`src/rtl/key_debounce_scan.sv`:
```
`default_nettype none
// ============================================================================
// Module   : key_debounce_scan
// Function : Time-multiplexed key debouncer; one key per cycle per scan tick.
//            Define KEY_EVENT_FIFO_EN to build the 8-deep change-event FIFO.
// Revision : 1.0 - initial release
// ============================================================================
module key_debounce_scan #(
    parameter int NUM_KEYS  = 61,
    parameter int TICK_DIV  = 15000,
    parameter int INTEG_MAX = 7
) (
    input  logic                clk_g_int_buf,
    input  logic                rstn_g_i,
    input  logic [NUM_KEYS-1:0] keys_i_g,
    output logic [NUM_KEYS-1:0] keys_o,
    output logic                keys_update_o,
    output logic                evt_valid_o,
    input  logic                evt_ready_i,
    output logic [7:0]          evt_key_o,
    output logic                evt_state_o,
    output logic                evt_overflow_o,
    output logic                tick_overrun_o
);

    localparam int c_IW = $clog2(INTEG_MAX + 1);
    localparam int c_XW = (NUM_KEYS > 1) ? $clog2(NUM_KEYS) : 1;
    localparam int c_TW = (TICK_DIV > 1) ? $clog2(TICK_DIV) : 1;

    localparam logic [c_TW-1:0] c_TICK_LAST = c_TW'(TICK_DIV - 1);
    localparam logic [c_XW-1:0] c_IDX_LAST  = c_XW'(NUM_KEYS - 1);
    localparam logic [c_IW-1:0] c_IMAX      = c_IW'(INTEG_MAX);

    localparam logic [1:0] c_IDLE = 2'd0;
    localparam logic [1:0] c_SCAN = 2'd1;
    localparam logic [1:0] c_DONE = 2'd2;

    logic [NUM_KEYS-1:0] sync1_q;
    logic [NUM_KEYS-1:0] sync2_q;
    logic [c_TW-1:0]     tick_cnt_q;
    logic [1:0]          state_q;
    logic [1:0]          state_d;
    logic [c_XW-1:0]     idx_q;
    logic [c_XW-1:0]     idx_d;
    logic [c_IW-1:0]     integ_q [NUM_KEYS];
    logic [NUM_KEYS-1:0] shadow_q;
    logic [NUM_KEYS-1:0] keys_q;
    logic                upd_q;
    logic                ovr_q;

    logic                w_tick;
    logic                w_scan;
    logic                w_level;
    logic [c_IW-1:0]     w_cnt_cur;
    logic [c_IW-1:0]     w_cnt_new;
    logic                w_deb_cur;
    logic                w_deb_new;

    assign w_tick    = (tick_cnt_q == c_TICK_LAST);
    assign w_scan    = (state_q == c_SCAN);
    assign w_level   = sync2_q[idx_q];
    assign w_cnt_cur = integ_q[idx_q];
    assign w_deb_cur = shadow_q[idx_q];

    always_comb begin
        w_cnt_new = w_cnt_cur;
        if (w_level && (w_cnt_cur < c_IMAX)) begin
            w_cnt_new = w_cnt_cur + c_IW'(1);
        end else if (!w_level && (w_cnt_cur != '0)) begin
            w_cnt_new = w_cnt_cur - c_IW'(1);
        end
    end

    // Hysteresis: only the saturation end points flip the debounced bit.
    always_comb begin
        w_deb_new = w_deb_cur;
        if (w_cnt_new == c_IMAX) begin
            w_deb_new = 1'b1;
        end else if (w_cnt_new == '0) begin
            w_deb_new = 1'b0;
        end
    end

    always_comb begin
        state_d = state_q;
        idx_d   = idx_q;
        case (state_q)
            c_IDLE: begin
                if (w_tick) begin
                    state_d = c_SCAN;
                    idx_d   = '0;
                end
            end
            c_SCAN: begin
                if (idx_q == c_IDX_LAST) begin
                    state_d = c_DONE;
                end else begin
                    idx_d = idx_q + c_XW'(1);
                end
            end
            c_DONE: begin
                state_d = c_IDLE;
            end
            default: begin
                state_d = c_IDLE;
            end
        endcase
    end

    always_ff @(posedge clk_g_int_buf or negedge rstn_g_i) begin
        if (!rstn_g_i) begin
            sync1_q    <= '0;
            sync2_q    <= '0;
            tick_cnt_q <= '0;
            state_q    <= c_IDLE;
            idx_q      <= '0;
            shadow_q   <= '0;
            keys_q     <= '0;
            upd_q      <= 1'b0;
            ovr_q      <= 1'b0;
            for (int k = 0; k < NUM_KEYS; k++) begin
                integ_q[k] <= '0;
            end
        end else begin
            sync1_q    <= keys_i_g;
            sync2_q    <= sync1_q;
            tick_cnt_q <= w_tick ? '0 : tick_cnt_q + c_TW'(1);
            state_q    <= state_d;
            idx_q      <= idx_d;
            upd_q      <= (state_q == c_DONE);
            if (w_scan) begin
                integ_q[idx_q]  <= w_cnt_new;
                shadow_q[idx_q] <= w_deb_new;
            end
            if (state_q == c_DONE) begin
                keys_q <= shadow_q;
            end
            // A tick while busy is discarded rather than queued.
            if (w_tick && (state_q != c_IDLE)) begin
                ovr_q <= 1'b1;
            end
        end
    end

    assign keys_o         = keys_q;
    assign keys_update_o  = upd_q;
    assign tick_overrun_o = ovr_q;

`ifdef KEY_EVENT_FIFO_EN
    logic       w_deb_chg;
    logic       w_full;
    logic       w_pop;
    logic       w_push;
    logic       pend_q;
    logic [8:0] pend_data_q;
    logic [8:0] fifo_q [8];
    logic [2:0] wr_ptr_q;
    logic [2:0] rd_ptr_q;
    logic [3:0] fcnt_q;
    logic       ovf_q;

    assign w_deb_chg = w_scan && (w_deb_new != w_deb_cur);
    assign w_full    = (fcnt_q == 4'd8);
    assign w_pop     = (fcnt_q != 4'd0) && evt_ready_i;
    assign w_push    = pend_q && (!w_full || w_pop);

    always_ff @(posedge clk_g_int_buf or negedge rstn_g_i) begin
        if (!rstn_g_i) begin
            pend_q      <= 1'b0;
            pend_data_q <= '0;
            wr_ptr_q    <= '0;
            rd_ptr_q    <= '0;
            fcnt_q      <= '0;
            ovf_q       <= 1'b0;
            for (int e = 0; e < 8; e++) begin
                fifo_q[e] <= '0;
            end
        end else begin
            pend_q      <= w_deb_chg;
            pend_data_q <= {8'(idx_q), w_deb_new};
            // When full with a pop, the write slot is the head being read out.
            if (w_push) begin
                fifo_q[wr_ptr_q] <= pend_data_q;
                wr_ptr_q         <= wr_ptr_q + 3'd1;
            end
            if (w_pop) begin
                rd_ptr_q <= rd_ptr_q + 3'd1;
            end
            case ({w_push, w_pop})
                2'b10:   fcnt_q <= fcnt_q + 4'd1;
                2'b01:   fcnt_q <= fcnt_q - 4'd1;
                default: fcnt_q <= fcnt_q;
            endcase
            if (pend_q && w_full && !w_pop) begin
                ovf_q <= 1'b1;
            end
        end
    end

    assign evt_valid_o              = (fcnt_q != 4'd0);
    assign {evt_key_o, evt_state_o} = fifo_q[rd_ptr_q];
    assign evt_overflow_o           = ovf_q;
`else
    logic w_unused_ready;

    assign w_unused_ready = evt_ready_i;
    assign evt_valid_o    = 1'b0;
    assign evt_key_o      = 8'd0;
    assign evt_state_o    = 1'b0;
    assign evt_overflow_o = 1'b0;
`endif

endmodule
`default_nettype wire

```
`config.mk`:
```
export PLATFORM = sky130hd
export DESIGN_NAME = key_debounce_scan
export DESIGN_NICKNAME = d
export VERILOG_FILES = /design/src/rtl/key_debounce_scan.sv
export SDC_FILE = /design/constraint.sdc
export NUM_CORES = 1
export LEC_CHECK = 0
export BUFFER_PORTS_ARGS = -buffer_cell sky130_fd_sc_hd__buf_2
export CAP_MARGIN = 20
export CORE_MARGIN = 5
export CORE_UTILIZATION = 46
export CTS_CLUSTER_DIAMETER = 100
export DETAILED_ROUTE_END_ITERATION = 10
export PLACE_DENSITY = 0.68
export SLEW_MARGIN = 20
export SYNTH_ARGS = -nofsm -noshare
export SYNTH_HDL_FRONTEND = slang
export SYNTH_SLANG_ARGS = --single-unit
```
`constraint.sdc`:
```
create_clock -name clk_g_int_buf -period 4.4 [get_ports clk_g_int_buf]
set_clock_uncertainty 0.15 [all_clocks]
set_input_delay 0 -clock clk_g_int_buf [delete_from_list [all_inputs] [get_ports clk_g_int_buf]]
set_output_delay 0 -clock clk_g_int_buf [all_outputs]
set_load 0.05 [all_outputs]
```
==> flow_metrics.py <==
metrics = {
    "grt": {
        "track_usage": 0.213,
        "grt_pass1_wl_um": 74600,
        "grt_pass1_vias": 12500,
        "grt_overflow": 0,
        "grt_max_degree": 132,
        "antenna_found_initial": 0,
    },
    "detailed_routing": {
        "first_pass_iters": 5,
        "vias": 11900,
        "wl_per_cell_um": 22.2,
        "drtIter0Drc": 854,
        "wl_um": 47700,
        "postRouteAntennaNets": 0,
        "avgViaCountPerCell": 5.52,
        "drc": 0,
    },
    "setup_path": {
        "worstReg2RegStart": "idx_q[0]",
        "endpoint_kind": "flip-flop",
        "worstPathArrival_ps": 4640,
        "crit_type": "flip-flop to flip-flop",
        "worstPathMaxFanout": 32,
        "crit_required_ps": 4730,
        "start_kind": "flip-flop",
        "critPathLaunch": "idx_q[0]",
        "rr_worst_depth": 14,
    },
    "yosys": {
        "ys_warn_count": 0,
        "synthTopCellsByCount": "dfrtp_1, mux2_2, nand2_1",
        "synth-seq-cells": 451,
        "synth_largest_area_cell": "dfrtp_1",
        "synth.most_common_cell": "dfrtp_1",
        "ys_types": 73,
        "async_flop_share": 1.00,
        "ys.flop_type": "dfrtp_1",
        "synth_top_area_frac": 0.605,
        "synth-edff-count": 0,
        "synth_area_per_cell_um2": 14.3,
        "netlist_top_cells_area": "dfrtp_1, mux2_2, mux4_2, mux2i_1, nand2_1",
        "synthCells": 1303,
        "yosysSeqAreaShare": 0.605,
        "synth_area_um2": 18700,
    },
    "timing": {
        "fmax_mhz": 232,
        "hold_viol": 16,
        "hold_slack_ps": -25.5,
        "setup_viol": 0,
        "slew-limit-headroom": 0.266,
        "worstMarginPinSlew_ps": 1100,
        "setup_tns_ps": 0,
        "final_max_slew_viol_count": 0,
        "fin_crit_sh": 0.979,
        "period_needed_ps": 4310,
        "setup_ws_ps": 91.7,
    },
    "clock_network": {
        "path_clk_slew_ps": 60,
        "cts_buffers": 46,
        "clockRootBuffer": "clkbuf_16",
        "cts_tree": "built",
        "clockBufferDepth": 3,
        "clock_sinks": 451,
        "cts_max_level": 2,
        "clkLatencyLatePin_ps": 560,
    },
    "placement": {
        "port_buffers": 125,
        "placed_cell_area_um2": 20100,
        "dp_hpwl_um": 30100,
        "place_worst_setup_slack_ps": 156,
        "place.gp.congestion": 0.864,
    },
    "finish": {
        "area_growth_pct": 23.4,
        "final_util": 0.577,
        "final_area_um2": 23000,
        "drive_gt1_frac": 0.373,
        "diodes": 0,
        "multi_input_area_um2": 6890,
        "fin_nets": 1659,
        "n_fill_cell": 3080,
        "register_area_um2": 11300,
    },
    "power": {
        "power_leakage_nw": 10.9,
        "peakVddDrop_v": 0.000356,
        "finalPower_mw": 8.76,
        "p_per_area_nw_per_um2": 380,
    },
    "job": {
        "cap_violations": 0,
    },
    "floorplan": {
        "design.core.area_um2": 39900,
        "rows": 73,
        "boundaryPins": 138,
        "die_area_um2": 44700,
        "start_util": 0.468,
        "die_y_um": 211,
        "die_x_um": 211,
    },
    "worst_hold_path": {
        "holdCritPathClass": "input port to asynchronous set/reset pin",
    },
    "run_status": {
        "status": "finished with violations",
        "violations": "negative hold slack",
    },
}
[critical path, stage by stage, from the launching register on]
cell      delay [ps]
dfrtp_4          530
mux4_2           530
or2_0            210
a32o_1           230
a2111o_1         460
nor4_4           360
ha_1             210
ha_1             190
inv_1             80
and4_1           190
a31oi_2          220
a41oi_2          180
a31oi_4          270
buf_12           210
mux2_2           170
[area by class of cell]
type / count / share of cell area
sequential: 451 / 0.490
multi-input combinational: 766 / 0.299
timing repair buffer: 313 / 0.108
clock buffer: 65 / 0.0593
tap: 525 / 0.0285
clock inverter: 18 / 0.0135
inverter: 11 / 0.00179
[metal layers]
metal | vias up | part of all wire | GRT usage
li1 | 5259 | - | -
met1 | 6159 | 0.42 | 0.289
met2 | 359 | 0.51 | 0.363
met3 | 82 | 0.050 | 0.0302
met4 | 0 | 0.024 | 0.0589
met5 | - | 0 | 0
[cells by family after synthesis]
group | after synthesis | synth area share
and+or+nand+nor | 235 | 0.0595
other | 1 | 0.000201
buffers and inverters | 96 | 0.0293
xor gates and xnor gates | 10 | 0.00469
muxes | 364 | 0.247
AOI/OAI and AO/OA | 140 | 0.0508
adders and majority gates | 6 | 0.00402
DFF | 451 | 0.605
[stage by stage]
step / hold WS (ps) / instances
global placement: -42.8 / 1936
detailed placement: -40.7 / 1936
CTS: 21.7 / 2142
global route: 57.9 / 2149
finish: -25.5 / 2149
floorplan: -446 / 1313
[path summary, 6_finish.rpt]
path                                  to  slack, ps
max in group asynchronous    sync2_q[33]       2930
min in group clk_g_int_buf   sync2_q[57]        200
max                         shadow_q[31]         90
min reg2reg                  sync2_q[57]        200
max reg2reg                 shadow_q[31]         90
min                           keys_o[25]        -30
[sequential cells by signal, summed over array words and instances, names as in the netlist]
| name | count |
|---|---|
| integ_q | 183 |
| keys_o | 61 |
| shadow_q | 61 |
| sync1_q | 61 |
| sync2_q | 61 |
| tick_cnt_q | 14 |
| idx_q | 6 |
| state_q | 2 |
| keys_update_o | 1 |
| tick_overrun_o | 1 |
[layout by cell type, fill, tap and decap left out, types with 10 or more instances in the layout]
master / netlist / routed
dfrtp_1: 451 / 448
mux2i_1: 36 / 36
nand3_1: 27 / 27
a21oi_1: 22 / 22
dlygate4sd3_1: 0 / 123
mux4_2: 42 / 42
o21ai_0: 46 / 46
buf_4: 12 / 55
conb_1: 1 / 11
mux2_2: 277 / 277
nand2_1: 95 / 95
clkbuf_16: 0 / 49
nor2_1: 52 / 52
buf_2: 17 / 124
a22oi_1: 15 / 15
buf_12: 0 / 10
[power breakdown]
group	switching, mW	total (mW)	internal [mW]	leakage, nW
sequential	0.0185	4.22	4.20	6.00
clock	1.65	4.29	2.64	0.809
combinational	0.145	0.255	0.110	4.11
[what timing repair did]
item,CTS,global route
endpoints found under the hold margin,207,0
setup buffers,0,7
hold buffers,123,0
resized for setup,0,1
setup endpoints to repair,0,56
(Power assumes the default switching activity.)
